--- config.mk ---
export PLATFORM = sky130hd
export DESIGN_NAME = spi_cmd_engine
export DESIGN_NICKNAME = d
export VERILOG_FILES = /design/src/rtl/spi_cmd_pkg.sv /design/src/rtl/spi_cmd_engine.sv
export SDC_FILE = /design/constraint.sdc
export NUM_CORES = 1
export LEC_CHECK = 0
export CAP_MARGIN = 10
export CORE_MARGIN = 2
export CORE_UTILIZATION = 38
export CTS_CLUSTER_DIAMETER = 100
export CTS_CLUSTER_SIZE = 8
export DETAILED_ROUTE_END_ITERATION = 10
export PLACE_DENSITY = 0.67
export SLEW_MARGIN = 25
export SYNTH_ARGS = -nofsm -noshare
export SYNTH_HDL_FRONTEND = slang
export SYNTH_SLANG_ARGS = --single-unit
--- constraint.sdc ---
create_clock -name clk -period 5.4 [get_ports clk]
set_clock_uncertainty 0.15 [all_clocks]
set_input_delay 1.08 -clock clk [delete_from_list [all_inputs] [get_ports clk]]
set_output_delay 1.08 -clock clk [all_outputs]
set_load 0.005 [all_outputs]
--- src/rtl/spi_cmd_pkg.sv ---
`default_nettype none
// ============================================================================
// Module      : spi_cmd_pkg
// Description : Opcodes, reply words and FSM encoding for spi_cmd_engine.
// Revision    : 1.0 - initial release
// ============================================================================
package spi_cmd_pkg;

    localparam logic [7:0] OP_PING  = 8'h01;
    localparam logic [7:0] OP_WRITE = 8'h02;
    localparam logic [7:0] OP_READ  = 8'h03;
    localparam logic [7:0] OP_COUNT = 8'h04;

    localparam logic [31:0] RSP_PONG         = 32'h504F_4E47;
    localparam logic [31:0] RSP_OK           = 32'h0000_0001;
    localparam logic [31:0] RSP_BADOP_BASE   = 32'hFFFF_FF00;
    localparam logic [31:0] RSP_TIMEOUT_BASE = 32'hDEAD_0000;

    typedef enum logic [3:0] {
        ST_IDLE      = 4'd0,
        ST_FETCH_CMD = 4'd1,
        ST_WAIT_CMD  = 4'd2,
        ST_DECODE    = 4'd3,
        ST_FETCH_ARG = 4'd4,
        ST_WAIT_ARG  = 4'd5,
        ST_MEM       = 4'd6,
        ST_SEND      = 4'd7,
        ST_WAIT_SEND = 4'd8
    } state_t;

    // Reply for every opcode that completes without touching memory.
    function automatic logic [31:0] direct_reply(input logic [7:0] op, input logic [15:0] cnt);
        logic [31:0] r;
        case (op)
            OP_PING:  r = RSP_PONG;
            OP_COUNT: r = {16'h0000, cnt};
            default:  r = RSP_BADOP_BASE | {24'h00_0000, op};
        endcase
        return r;
    endfunction

endpackage
`default_nettype wire

--- src/rtl/spi_cmd_engine.sv ---
`default_nettype none
// ============================================================================
// Module      : spi_cmd_engine
// Description : Decodes host command words from the SPI bridge RX FIFO, runs
//               memory accesses and returns one reply word per command.
// Revision    : 1.0 - initial release
// ============================================================================
module spi_cmd_engine
    import spi_cmd_pkg::*;
#(
    parameter int MEM_TIMEOUT = 1024
) (
    input  logic        clk,
    input  logic        reset,
    input  logic        rx_fifo_empty,
    input  logic        tx_fifo_full,
    output logic        bus_read,
    input  logic        bus_read_response,
    input  logic [31:0] bus_read_data,
    output logic        bus_write,
    output logic [31:0] bus_write_data,
    input  logic        bus_write_response,
    output logic        mem_req,
    output logic        mem_we,
    output logic [31:0] mem_addr,
    output logic [31:0] mem_wdata,
    input  logic [31:0] mem_rdata,
    input  logic        mem_ack,
    output logic [15:0] cmd_count
);

    localparam int TW = $clog2(MEM_TIMEOUT);
    localparam logic [TW-1:0] c_TMO_LAST = TW'(MEM_TIMEOUT - 1);

    state_t        r_state;
    logic [31:0]   r_cmd;
    logic [31:0]   r_wdata;
    logic [31:0]   r_reply;
    logic [TW-1:0] r_tmo_cnt;
    logic [15:0]   r_cmd_count;

    logic [7:0]    w_opcode;
    logic          w_fetching;

    assign w_opcode   = r_cmd[31:24];
    assign w_fetching = (r_state == ST_FETCH_CMD) || (r_state == ST_FETCH_ARG);

    // Handshake requests are gated by the live FIFO flags so a flag change in
    // the request cycle itself can never produce an illegal pulse.
    assign bus_read       = w_fetching && !rx_fifo_empty;
    assign bus_write      = (r_state == ST_SEND) && !tx_fifo_full;
    assign bus_write_data = r_reply;
    assign mem_req        = (r_state == ST_MEM);
    assign mem_we         = mem_req && (w_opcode == OP_WRITE);
    assign mem_addr       = {6'b00_0000, r_cmd[23:0], 2'b00};
    assign mem_wdata      = r_wdata;
    assign cmd_count      = r_cmd_count;

    always_ff @(posedge clk or posedge reset) begin
        if (reset) begin
            r_state     <= ST_IDLE;
            r_cmd       <= '0;
            r_wdata     <= '0;
            r_reply     <= '0;
            r_tmo_cnt   <= '0;
            r_cmd_count <= '0;
        end else begin
            case (r_state)
                ST_IDLE: r_state <= ST_FETCH_CMD;
                ST_FETCH_CMD: begin
                    if (!rx_fifo_empty) r_state <= ST_WAIT_CMD;
                end
                ST_WAIT_CMD: begin
                    if (bus_read_response) begin
                        r_cmd   <= bus_read_data;
                        r_state <= ST_DECODE;
                    end
                end
                ST_DECODE: begin
                    r_tmo_cnt <= '0;
                    if (w_opcode == OP_WRITE) begin
                        r_state <= ST_FETCH_ARG;
                    end else if (w_opcode == OP_READ) begin
                        r_state <= ST_MEM;
                    end else begin
                        r_reply <= direct_reply(w_opcode, r_cmd_count);
                        r_state <= ST_SEND;
                    end
                end
                ST_FETCH_ARG: begin
                    if (!rx_fifo_empty) r_state <= ST_WAIT_ARG;
                end
                ST_WAIT_ARG: begin
                    if (bus_read_response) begin
                        r_wdata <= bus_read_data;
                        r_state <= ST_MEM;
                    end
                end
                ST_MEM: begin
                    // An ack in the final counted cycle still beats the timeout.
                    if (mem_ack) begin
                        r_reply <= (w_opcode == OP_WRITE) ? RSP_OK : mem_rdata;
                        r_state <= ST_SEND;
                    end else if (r_tmo_cnt == c_TMO_LAST) begin
                        r_reply <= RSP_TIMEOUT_BASE | {24'h00_0000, w_opcode};
                        r_state <= ST_SEND;
                    end else begin
                        r_tmo_cnt <= r_tmo_cnt + TW'(1);
                    end
                end
                ST_SEND: begin
                    if (!tx_fifo_full) r_state <= ST_WAIT_SEND;
                end
                ST_WAIT_SEND: begin
                    if (bus_write_response) begin
                        r_cmd_count <= r_cmd_count + 16'd1;
                        r_state     <= ST_IDLE;
                    end
                end
                default: r_state <= ST_IDLE;
            endcase
        end
    end

endmodule
`default_nettype wire

Word-level counts from Yosys, hierarchy flattened

Index checks and enable logic that the tools add are counted.

Output and inout port bits: 116
Register bits after elaboration: 126
Bits of input ports: 71
Word-level logic and storage cells: 67

Eq/ne operators: 24
Add/subtract/negate cells: 2
Reductions and logical operators: 14
Mux-type cells: 21

Operators with widths:

| cell                                                                  | count |
|---|---|
| 32-bit 2-to-1 mux                                                     | 5 |
| 32-bit case mux with 2 select lines                                   | 2 |
| 4-bit case mux with 9 select lines                                    | 1 |
| 4-bit 2-to-1 mux                                                      | 8 |
| 10-bit 2-to-1 mux                                                     | 2 |
| 2-bit != test, second input constant                                  | 10 |
| 10-bit case mux with 2 select lines                                   | 1 |
| 16-bit by 1-bit adder with 16-bit output, second input constant       | 1 |
| 4-bit by 3-bit equality test with 1-bit output, second input constant | 4 |
| 8-bit by 2-bit equality test with 1-bit output, second input constant | 2 |
| 10-bit by 1-bit adder with 10-bit output, second input constant       | 1 |
| 10-bit equality test, second input constant                           | 1 |
| 4-bit by 2-bit equality test with 1-bit output, second input constant | 2 |
| 8-bit by 1-bit equality test with 1-bit output, second input constant | 1 |
| 8-bit by 3-bit equality test with 1-bit output, second input constant | 1 |
| 7-bit AND reduction                                                   | 1 |
| 2-bit AND reduction                                                   | 3 |
| 4-bit by 1-bit equality test with 1-bit output, second input constant | 1 |
| 4-bit equality test, second input constant                            | 1 |
| 4-bit zero test                                                       | 1 |
| 4-bit AND reduction                                                   | 1 |
| 1-bit logical AND                                                     | 3 |
| 3-bit by 1-bit != test with 1-bit output, second input constant       | 1 |
| 3-bit AND reduction                                                   | 1 |
| 5 further kinds                                                       | 6 |

Longest topological paths before layout

Depth in word-level cells: 5
Mapped depth: 8
Mapped depth without buffers: 6

Least setup slack after synthesis

OpenSTA, ideal clock, no wires.

Path type: in2out
Start point: input tx_fifo_full
End point: output bus_write
Data arrival time: 1,446 ps
Path buffers: 0
Cell stages on the path: 1
Slack: 2,724 ps
Data required time: 4,170 ps
Cell sequence: nor4b_1

Cells in the longest elaborated chain, start to end: 2

RTL lines:

| element           | line                 | RTL |
|---|---|---|
| from (decl)       | spi_cmd_engine.sv:16 | `input logic tx_fifo_full,` |
| 1-bit zero test   | n/a                  |  |
| 1-bit logical AND | spi_cmd_engine.sv:51 | `assign bus_write = (r_state == ST_SEND) && !tx_fifo_full;` |
| to (decl)         | spi_cmd_engine.sv:20 | `output logic bus_write,` |

No other way between the ends.

Worst setup path in the final report

Start point: register r_state[1]
End point: output mem_req

Cells in the longest elaborated chain, start to end: 1

RTL lines:

| element                                        | line                 | RTL |
|---|---|---|
| from (decl)                                    | spi_cmd_engine.sv:35 | `state_t r_state;` |
| from (signal assigned)                         | spi_cmd_engine.sv:61 | `r_state <= ST_IDLE;` |
| from (signal assigned)                         | spi_cmd_engine.sv:69 | `ST_IDLE: r_state <= ST_FETCH_CMD;` |
| from (signal assigned)                         | spi_cmd_engine.sv:71 | `if (!rx_fifo_empty) r_state <= ST_WAIT_CMD;` |
| 4-bit by 3-bit equality test with 1-bit output | spi_cmd_engine.sv:53 | `assign mem_req = (r_state == ST_MEM);` |
| to (decl)                                      | spi_cmd_engine.sv:23 | `output logic mem_req,` |

No other way between the ends.

==> impl_metrics.yaml <==
timing:
  worst_slew_pin_slew_ns: 0.681
  tns_ns: 0
  rsz0062_at_grt: "no"
  fin_crit_sh_pct: 70.4
  timing.hold.ws_ns: 0.333
  finalCriticalPeriod_ns: 3.80
  relSlewSlack_pct: 54.4
  setup_viol: 0
  drv_slew: 0
  max_freq_ghz: 0.263
  final-hold-violation-count: 0
clock_tree:
  cts-root-buf: "clkbuf_16"
  cts_made_buffers: 17
  path_clk_slew_ns: 0.06
  numClockSinks: 126
  cts_buffer_depth: 2
  htreeDepth: 4
  postCtsHoldBufs: 0
  cts_resized: 0
  cts_tree: "built"
  cts_setup_buffers: 0
  clk_latency_ns: 0.41
worst_setup_path:
  rr_startpoint: "r_state[1]$_DFFE_PP0P_"
  r2r_cells: 6
  r2r_slack_ns: 2.25
  critPathKind: "flip-flop to primary output"
  cp-endpoint: "mem_req"
  end_kind: "primary output"
  regToRegEndpoint: "bus_write_data[13]$_DFFE_PP0P_"
  worstPathMaxFanout: 13
  start_kind: "flip-flop"
  startpoint: "r_state[1]$_DFFE_PP0P_"
  cp.required_ns: 4.17
  arrival_ns: 2.57
power:
  powerDensity_mw_per_mm2: 569
  power.leakage_uw: 0.00359
  p_seq_share_pct: 34.4
  combPwrFrac_pct: 38.2
  p_sw_share_pct: 30.8
  power.switching_uw: 1460
  pwr-share-clk_pct: 27.3
  p_int_uw: 3280
  peakVddDrop_mv: 0.329
  fin_total_pwr_uw: 4750
final_layout:
  fin_cells: 902
  final_common_cell: "clkdlybuf4s50_1"
  syn_to_final_growth_pct: 40.0
  drive_above_1_share_pct: 17.1
  antenna_cells: 0
  final_nets: 751
  final_cell_mix: "clkdlybuf4s50_1, dfrtp_1, mux2_2, nand2_1, a21oi_1"
placed_design:
  place_inst: 870
  post-dp-hpwl_um: 11000
  io_buffers: 178
  place_congestion: 0.866
floorplan:
  die_h_um: 129
  die_x_um: 129
  fp.coreArea_mm2: 0.0153
  start_util_pct: 39.1
  dieArea_mm2: 0.0167
  io_pins: 187
  rows: 45
yosys:
  syn_area_mm2: 0.00596
  synth_seq_cells: 126
  ys_top_cells_by_area: "dfrtp_1, mux2_2, buf_4"
  synth_edf_count: 0
  yosysTopAreaCell: "dfrtp_1"
  synthFlopType: "dfrtp_1"
  yosys_warnings: 0
  synth_cell_type_count: 61
  postSynth.asyncResetShare_pct: 100
  syn_area_per_cell_um2: 11.3
  yosys.area.top_type_share_pct: 52.9
  syn_inst: 527
  ys_seq_area_share_pct: 52.9
global_routing:
  grt.total_usage_pct: 18.9
  grt-ovfl-total: 0
  antenna_found_initial: 0
  grt_max_degree: 75
  first_global_vias: 4683
  grt_pass1_wl_um: 24500
drt:
  vias: 4532
  avgViaCountPerCell: 5.02
  drtIter0Drc: 269
  final_antenna_net_count: 0
  drt_pre_antenna_iters: 4
  post_drt_wl_per_cell_um: 17.1
  drc: 0
  drt_wl_total_um: 15400
status:
  outcome: "complete, no violations"
flow_run:
  maxCapViolations: 0
min_path:
  min_path_type: "flip-flop to flip-flop"
==> layer usage <==
layer | GRT usage, % | vias up | routed length, um
met2 | 30.4 | 197 | 7030
li1 | - | 2137 | -
met4 | 4.67 | 0 | 172
met1 | 23.2 | 2185 | 6660
met5 | 0 | - | 0
met3 | 8.92 | 13 | 1560
==> worst min path at each step <==
stage | start | to | slack [ns] | cells after the start
final | bus_write_data[8]$_DFFE_PP0P_ | bus_write_data[8]$_DFFE_PP0P_ | 0.33 | 2
after global routing | bus_write_data[31]$_DFFE_PP0P_ | bus_write_data[31]$_DFFE_PP0P_ | 0.36 | 2
after CTS | bus_write_data[24]$_DFFE_PP0P_ | bus_write_data[24]$_DFFE_PP0P_ | 0.34 | 2
after detailed placement | bus_write_data[24]$_DFFE_PP0P_ | bus_write_data[24]$_DFFE_PP0P_ | 0.33 | 2
after global placement | bus_write_data[22]$_DFFE_PP0P_ | bus_write_data[22]$_DFFE_PP0P_ | 0.31 | 2
after floorplan | bus_write_data[12]$_DFFE_PP0P_ | bus_write_data[12]$_DFFE_PP0P_ | 0.32 | 2
==> area by class of cell <==
cell class | count | area, um2
Fill cell | 1313 | 6910
Tap cell | 211 | 264
Clock buffer | 20 | 467
Sequential cell | 126 | 3150
Inverter | 9 | 40.0
Clock inverter | 12 | 206
Timing Repair Buffer | 184 | 1830
Multi-Input combinational cell | 340 | 2390
==> worst max-delay path: stages, from the launching register on <==
cell             delay (ns)
dfrtp_1                0.58
nand4bb_1              0.63
clkinv_2               0.40
clkdlybuf4s50_1        0.56
==> power by group through the flow <==
| stage | combinational [uW] | sequential [uW] | clock (uW) |
|---|---|---|---|
| after floorplan | 1090 | 1570 | 0 |
| after global placement | 1790 | 1620 | 0 |
| after detailed placement | 1820 | 1650 | 0 |
| after CTS | 1830 | 1630 | 1320 |
| after global routing | 2000 | 1690 | 1360 |
| final | 1810 | 1630 | 1300 |
==> Yosys cell counts (all sizes together) (4+ instances only) <==
cell,n
nand2,50
nand2b,6
nand4,11
nor4,4
and2,6
dfrtp,126
nand3,6
clkbuf,4
a221oi,5
and3,6
inv,8
xor2,11
o21a,5
o31ai,10
xnor2,12
buf,55
o21ai,34
mux2,65
a21oi,36
nor3,7
nor2,24
==> logic make-up after synthesis <==
group	Yosys count	share of synthesized area, %
mux	66	12.4
simple gates	137	12.4
other cells	1	0.0629
fa+ha+maj	2	0.420
flops	126	52.9
buf+inv	68	7.47
xor+xnor	23	3.38
compound gates	104	10.9
==> through the flow <==
stage | utilization, % | cell area, um2 | worst slack (ns)
6_report | 54.7 | 8350 | 1.60
3_3_place_gp | 50.3 | 7670 | 1.68
5_1_grt | 54.7 | 8350 | 1.45
3_5_place_dp | 50.3 | 7670 | 1.66
2_1_floorplan | - | 5990 | 0.814
4_1_cts | 54.7 | 8340 | 1.57
==> state kept, by name, summed over array words and instances (netlist names) <==
| signal | cells |
|---|---|
| bus_write_data | 32 |
| r_cmd | 32 |
| r_state | 4 |
| cmd_count | 16 |
| mem_wdata | 32 |
| r_tmo_cnt | 10 |
No activity file was read; power rests on OpenSTA's default activity.
